[src/rtl/riscv_mem_pkg.sv]
// Shared encodings for the unified-memory arbiter: FSM states, owner tags and
// default bus widths.
package riscv_mem_pkg;

  localparam int DEF_ADDR_W = 32;
  localparam int DEF_DATA_W = 32;

  typedef enum logic [1:0] {
    IDLE   = 2'd0,
    BUSY_I = 2'd1,
    BUSY_D = 2'd2
  } state_t;

  typedef enum logic {
    OWN_I = 1'b0,
    OWN_D = 1'b1
  } owner_t;

endpackage

[src/rtl/riscv_mem_timeout_cnt.sv]
// Up-counter with synchronous clear and enable; tc is high while the count
// sits at TERM-1.
module riscv_mem_timeout_cnt #(
  parameter int TERM = 16
) (
  input  logic clk,
  input  logic reset,
  input  logic clr,
  input  logic en,
  output logic tc
);

  localparam int CW = $clog2(TERM);

  logic [CW-1:0] count;

  assign tc = (count == CW'(TERM - 1));

  always_ff @(posedge clk) begin
    if (reset || clr) begin
      count <= '0;
    end else if (en) begin
      count <= count + 1'b1;
    end
  end

endmodule

[src/rtl/riscv_mem_arbiter.sv]
// Arbitrates the fetch and load/store requesters onto one single-ported memory,
// owning one outstanding memory transaction at a time.
module riscv_mem_arbiter
  import riscv_mem_pkg::*;
#(
  parameter int ADDR_W      = DEF_ADDR_W,
  parameter int DATA_W      = DEF_DATA_W,
  parameter int TIMEOUT_CYC = 16,
  parameter int DATA_PRIO   = 1
) (
  input  logic              clk,
  input  logic              reset,
  input  logic              i_req,
  input  logic [ADDR_W-1:0] i_addr,
  output logic              i_gnt,
  output logic              i_rvalid,
  output logic [DATA_W-1:0] i_rdata,
  input  logic              d_req,
  input  logic              d_we,
  input  logic [ADDR_W-1:0] d_addr,
  input  logic [DATA_W-1:0] d_wdata,
  input  logic [3:0]        d_wstrb,
  output logic              d_gnt,
  output logic              d_rvalid,
  output logic [DATA_W-1:0] d_rdata,
  output logic              err,
  output logic              m_req,
  output logic              m_we,
  output logic [ADDR_W-1:0] m_addr,
  output logic [DATA_W-1:0] m_wdata,
  output logic [3:0]        m_wstrb,
  input  logic              m_ack,
  input  logic [DATA_W-1:0] m_rdata,
  output logic [1:0]        fsm_state
);

  // Handshake: requesters hold req until their gnt pulse; m_req is held with
  // stable m_* until m_ack or timeout; the completion is returned one cycle
  // after m_req drops, which is also the earliest cycle of the next gnt.

  state_t            state;
  owner_t            last_owner;
  logic              pend;
  logic              pend_d;
  logic              pend_err;
  logic [DATA_W-1:0] pend_data;
  logic              busy;
  logic              tc;
  logic              grant_i;
  logic              grant_d;

  assign busy      = (state != IDLE);
  assign fsm_state = state;

  riscv_mem_timeout_cnt #(
    .TERM (TIMEOUT_CYC)
  ) u_timeout_cnt (
    .clk   (clk),
    .reset (reset),
    .clr   (!busy),
    .en    (busy),
    .tc    (tc)
  );

  always_comb begin
    grant_i = 1'b0;
    grant_d = 1'b0;
    if (state == IDLE) begin
      if (d_req && i_req) begin
        // Round-robin on ties favours whoever did not own the last transaction.
        if (DATA_PRIO != 0 || last_owner == OWN_I) begin
          grant_d = 1'b1;
        end else begin
          grant_i = 1'b1;
        end
      end else begin
        grant_d = d_req;
        grant_i = i_req;
      end
    end
  end

  always_ff @(posedge clk) begin
    if (reset) begin
      state      <= IDLE;
      last_owner <= OWN_D;
      pend       <= 1'b0;
      pend_d     <= 1'b0;
      pend_err   <= 1'b0;
      pend_data  <= '0;
      i_gnt      <= 1'b0;
      d_gnt      <= 1'b0;
      i_rvalid   <= 1'b0;
      d_rvalid   <= 1'b0;
      i_rdata    <= '0;
      d_rdata    <= '0;
      err        <= 1'b0;
      m_req      <= 1'b0;
      m_we       <= 1'b0;
      m_addr     <= '0;
      m_wdata    <= '0;
      m_wstrb    <= 4'b0000;
    end else begin
      i_gnt    <= grant_i;
      d_gnt    <= grant_d;
      i_rvalid <= pend && !pend_d;
      d_rvalid <= pend && pend_d;
      err      <= pend && pend_err;
      i_rdata  <= (pend && !pend_d) ? pend_data : '0;
      d_rdata  <= (pend && pend_d) ? pend_data : '0;
      pend     <= 1'b0;

      case (state)
        IDLE: begin
          if (grant_d) begin
            m_req      <= 1'b1;
            m_we       <= d_we;
            m_addr     <= d_addr;
            m_wdata    <= d_wdata;
            m_wstrb    <= d_wstrb;
            last_owner <= OWN_D;
            state      <= BUSY_D;
          end else if (grant_i) begin
            m_req      <= 1'b1;
            m_we       <= 1'b0;
            m_addr     <= i_addr;
            m_wdata    <= '0;
            m_wstrb    <= 4'b0000;
            last_owner <= OWN_I;
            state      <= BUSY_I;
          end
        end
        BUSY_I, BUSY_D: begin
          // An ack on the terminal-count cycle still completes normally.
          if (m_ack || tc) begin
            m_req     <= 1'b0;
            pend      <= 1'b1;
            pend_d    <= (state == BUSY_D);
            pend_err  <= !m_ack;
            pend_data <= (m_ack && !(state == BUSY_D && m_we)) ? m_rdata : '0;
            state     <= IDLE;
          end
        end
        default: state <= IDLE;
      endcase
    end
  end

endmodule

[config.mk]
export PLATFORM = sky130hd
export DESIGN_NAME = riscv_mem_arbiter
export DESIGN_NICKNAME = d
export VERILOG_FILES = /design/src/rtl/riscv_mem_pkg.sv /design/src/rtl/riscv_mem_timeout_cnt.sv /design/src/rtl/riscv_mem_arbiter.sv
export SDC_FILE = /design/constraint.sdc
export NUM_CORES = 1
export LEC_CHECK = 0
export BUFFER_PORTS_ARGS = -buffer_cell sky130_fd_sc_hd__buf_2
export CORE_MARGIN = 2
export CORE_UTILIZATION = 42
export DETAILED_ROUTE_END_ITERATION = 10
export GPL_ROUTABILITY_DRIVEN = 0
export PLACE_DENSITY_LB_ADDON = 0.3
export SLEW_MARGIN = 0
export SYNTH_ARGS = -nofsm -noshare
export SYNTH_HDL_FRONTEND = slang
export SYNTH_HIERARCHICAL = 1
export SYNTH_SLANG_ARGS = --single-unit
[constraint.sdc]
create_clock -name clk -period 1.6 [get_ports clk]
set_clock_uncertainty 0.05 [all_clocks]
set_input_delay 0.16 -clock clk [delete_from_list [all_inputs] [get_ports clk]]
set_output_delay 0.16 -clock clk [all_outputs]
set_load 0.05 [all_outputs]
==> impl_metrics.json <==
{
  "status": "complete, no violations",
  "layout_commonest_cell": "buf_2",
  "r2r_end": "m_req",
  "antenna_left": 0,
  "power.static_leakage_nw": 4.50,
  "synth_edf_count": 0,
  "cts_buffer_depth": 2,
  "synth_ff_type": "dfxtp_1",
  "synth-seq-cells": 180,
  "hpwl_mm": 10.5,
  "area_growth_pct": 56.6,
  "dp_cells": 999,
  "grt_pass1_vias": 5838,
  "yosysSeqAreaShare": 0.587,
  "worstPathCellList": "ha_1 > and3_4 > or3b_4 > a21oi_2 > nor3_1",
  "layout_common_cells": "buf_2 (277), dfxtp_1 (178), dlygate4sd3_1 (125)",
  "drt_iter0_drc": 329,
  "fin_cells": 1159,
  "slew_headroom": 0.683,
  "p_clk_frac": 0.347,
  "drc": 0,
  "io_pins": 279,
  "antenna_found_initial": 1,
  "rrSetupSlack_ns": 0.06,
  "required_ns": 1.83,
  "die_area_mm2": 0.0156,
  "netlist_area_mm2": 0.00614,
  "utilization": 0.667,
  "first_pass_iters": 5,
  "overflow": 0,
  "cp-end-kind": "register",
  "hp-start": "d_addr[15]",
  "tns_ns": 0,
  "routed_wire_length_per_instance_um": 15.8,
  "max_freq_ghz": 0.648,
  "die_y_um": 125,
  "arrival_ns": 1.78,
  "io_buffers": 278,
  "reg2reg_depth": 5,
  "slowest_stage": "or3b_4",
  "cts_tree": "built",
  "cap_violations": 0,
  "yosys.cell_types.count": 39,
  "start_util": 0.426,
  "seq_power_share": 0.432,
  "clock_latency_ns": 0.41,
  "p_comb_frac": 0.222,
  "fin_nets": 1102,
  "fin_crit_ns": 1.54,
  "coreArea_mm2": 0.0144,
  "vias": 5891,
  "avgViaCountPerCell": 5.08,
  "n_fill_cell": 1076,
  "ir_drop_mv": 0.730,
  "cp_top_family": "simple AND/OR/NAND/NOR gates",
  "cp_num_buf_inv": 0,
  "track_usage": 0.228,
  "swShare": 0.306,
  "hold_ws_ns": 0.0241,
  "syn_avg_cell_area_um2": 10.8,
  "cts_setup_buffers": 0,
  "cts.sinks": 180,
  "synth.net_count": 708,
  "holdPathStages": 3,
  "setup_slack_ns": 0.0558,
  "finalSetupViolations": 0,
  "cp_slowest_stage_delay_ns": 0.43,
  "ys_async_sr_fraction": 0,
  "routed_wl_mm": 18.3,
  "p_per_area_mw_per_mm2": 1180,
  "cts_root_buf": "clkbuf_16",
  "netlist_instances": 567,
  "power.switching_mw": 3.49,
  "hold_viol": 0,
  "crit_fanout": 5,
  "maxSlewViolCount": 0,
  "period_share": 0.965,
  "grt_start_max_net_pins": 66,
  "worstHoldPathType": "in -> reg",
  "drive_gt1_frac": 0.376,
  "place_area_mm2": 0.00775,
  "rsz0062_at_grt": "no",
  "htreeDepth": 4,
  "ys_warn_count": 6,
  "reg2reg_from": "u_timeout_cnt/count[1]",
  "pre_cts_ws_ns": -0.106,
  "grt_pass1_wl_mm": 28.9,
  "total_power_mw": 11.4,
  "row_count": 44,
  "dieWidth_um": 125,
  "cts_made_buffers": 17,
  "final_area_mm2": 0.00962,
  "path_clk_slew_ns": 0.07,
  "tightest_slew_ns": 0.474,
  "p_int_mw": 7.89,
  "crit_type": "reg -> reg",
  "cp-start-kind": "register",
  "holdPathEnd": "m_addr[15]"
}
-- sequential cells by signal, summed over array words and instances, names as in the netlist, 2 cells and up --
register,count
d_rdata,32
i_rdata,32
m_addr,32
m_wdata,32
pend_data,32
m_wstrb,4
u_timeout_cnt/count,4
fsm_state,2
-- what timing repair did --
item	4_1_cts	5_1_grt
endpoints found under the setup margin	37	39
gates resized for setup	1	6
hold endpoints to repair	104	0
cloned	1	1
hold buffers	125	0
pin swaps	1	2
-- how the worst max path moves through the flow --
stage	startpoint	endpoint	slack, ns	cells after the start
CTS	u_timeout_cnt/count[1]	fsm_state[0]	0.02	5
global placement	fsm_state[0]	m_wdata[23]	-0.07	5
global route	fsm_state[0]	m_wstrb[2]	0.0002	5
detailed placement	fsm_state[0]	m_wstrb[2]	-0.11	5
finish	u_timeout_cnt/count[1]	m_req	0.06	5
floorplan	fsm_state[1]	m_wdata[13]	0.008	8
-- cell type report --
cell class | count | area, um2 | area share
Sequential cell | 180 | 3610 | 0.375
Antenna cell | 1 | 2.50 | 0.000260
Tap cell | 184 | 230 | 0.0239
Clock buffer | 23 | 458 | 0.0476
Timing Repair Buffer | 423 | 2890 | 0.300
Multi-Input combinational cell | 334 | 2310 | 0.240
Clock inverter | 9 | 95.1 | 0.00989
Inverter | 5 | 23.8 | 0.00247
-- power groups by stage --
stage / Sequential [mW] / Clock [mW] / Combinational, mW
after floorplan: 5.72 / 0 / 0.891
after global placement: 5.00 / 0 / 2.18
after detailed placement: 4.99 / 0 / 2.20
after CTS: 4.90 / 4.01 / 2.45
after global routing: 4.94 / 4.22 / 2.68
final: 4.91 / 3.94 / 2.52
-- cells in the mapped netlist (2+ instances only) --
master,count,area [um2]
a211oi_1,2,15.0
a21oi_1,3,15.0
a22o_1,37,324
a311oi_1,11,96.3
a311oi_2,21,315
a32oi_1,32,280
and2_1,65,407
and3_1,3,18.8
buf_1,3,11.3
buf_2,11,55.1
buf_4,6,45.0
buf_6,6,67.6
clkbuf_1,23,86.3
dfxtp_1,180,3600
ha_1,3,37.5
inv_1,5,18.8
mux2i_1,2,20.0
nand2_1,33,124
nand3_1,32,160
nor2_1,68,255
nor3_1,2,10.0
nor3b_1,2,15.0
-- per-layer routing --
metal  vias to the layer above  wire, um  GRT usage
met5                         -         0          0
met4                         0       616      0.107
met3                        44      1420     0.0679
met2                       285      8870      0.379
met1                      2764      7400      0.271
li1                       2798         -          -
-- cells by family after synthesis --
family,Yosys count,synth area share
buffers and inverters,54,0.0462
muxes,3,0.00570
xor gates and xnor gates,1,0.00143
DFF,180,0.587
adders and majority gates,3,0.00611
and+or+nand+nor,214,0.174
AOI/OAI and AO/OA,112,0.180
-- worst min-delay path, cell delays in order --
cell	delay [ns]
buf_2	0.10
nand3_1	0.08
a311oi_2	0.09
Power figures use the tool's default switching activity.
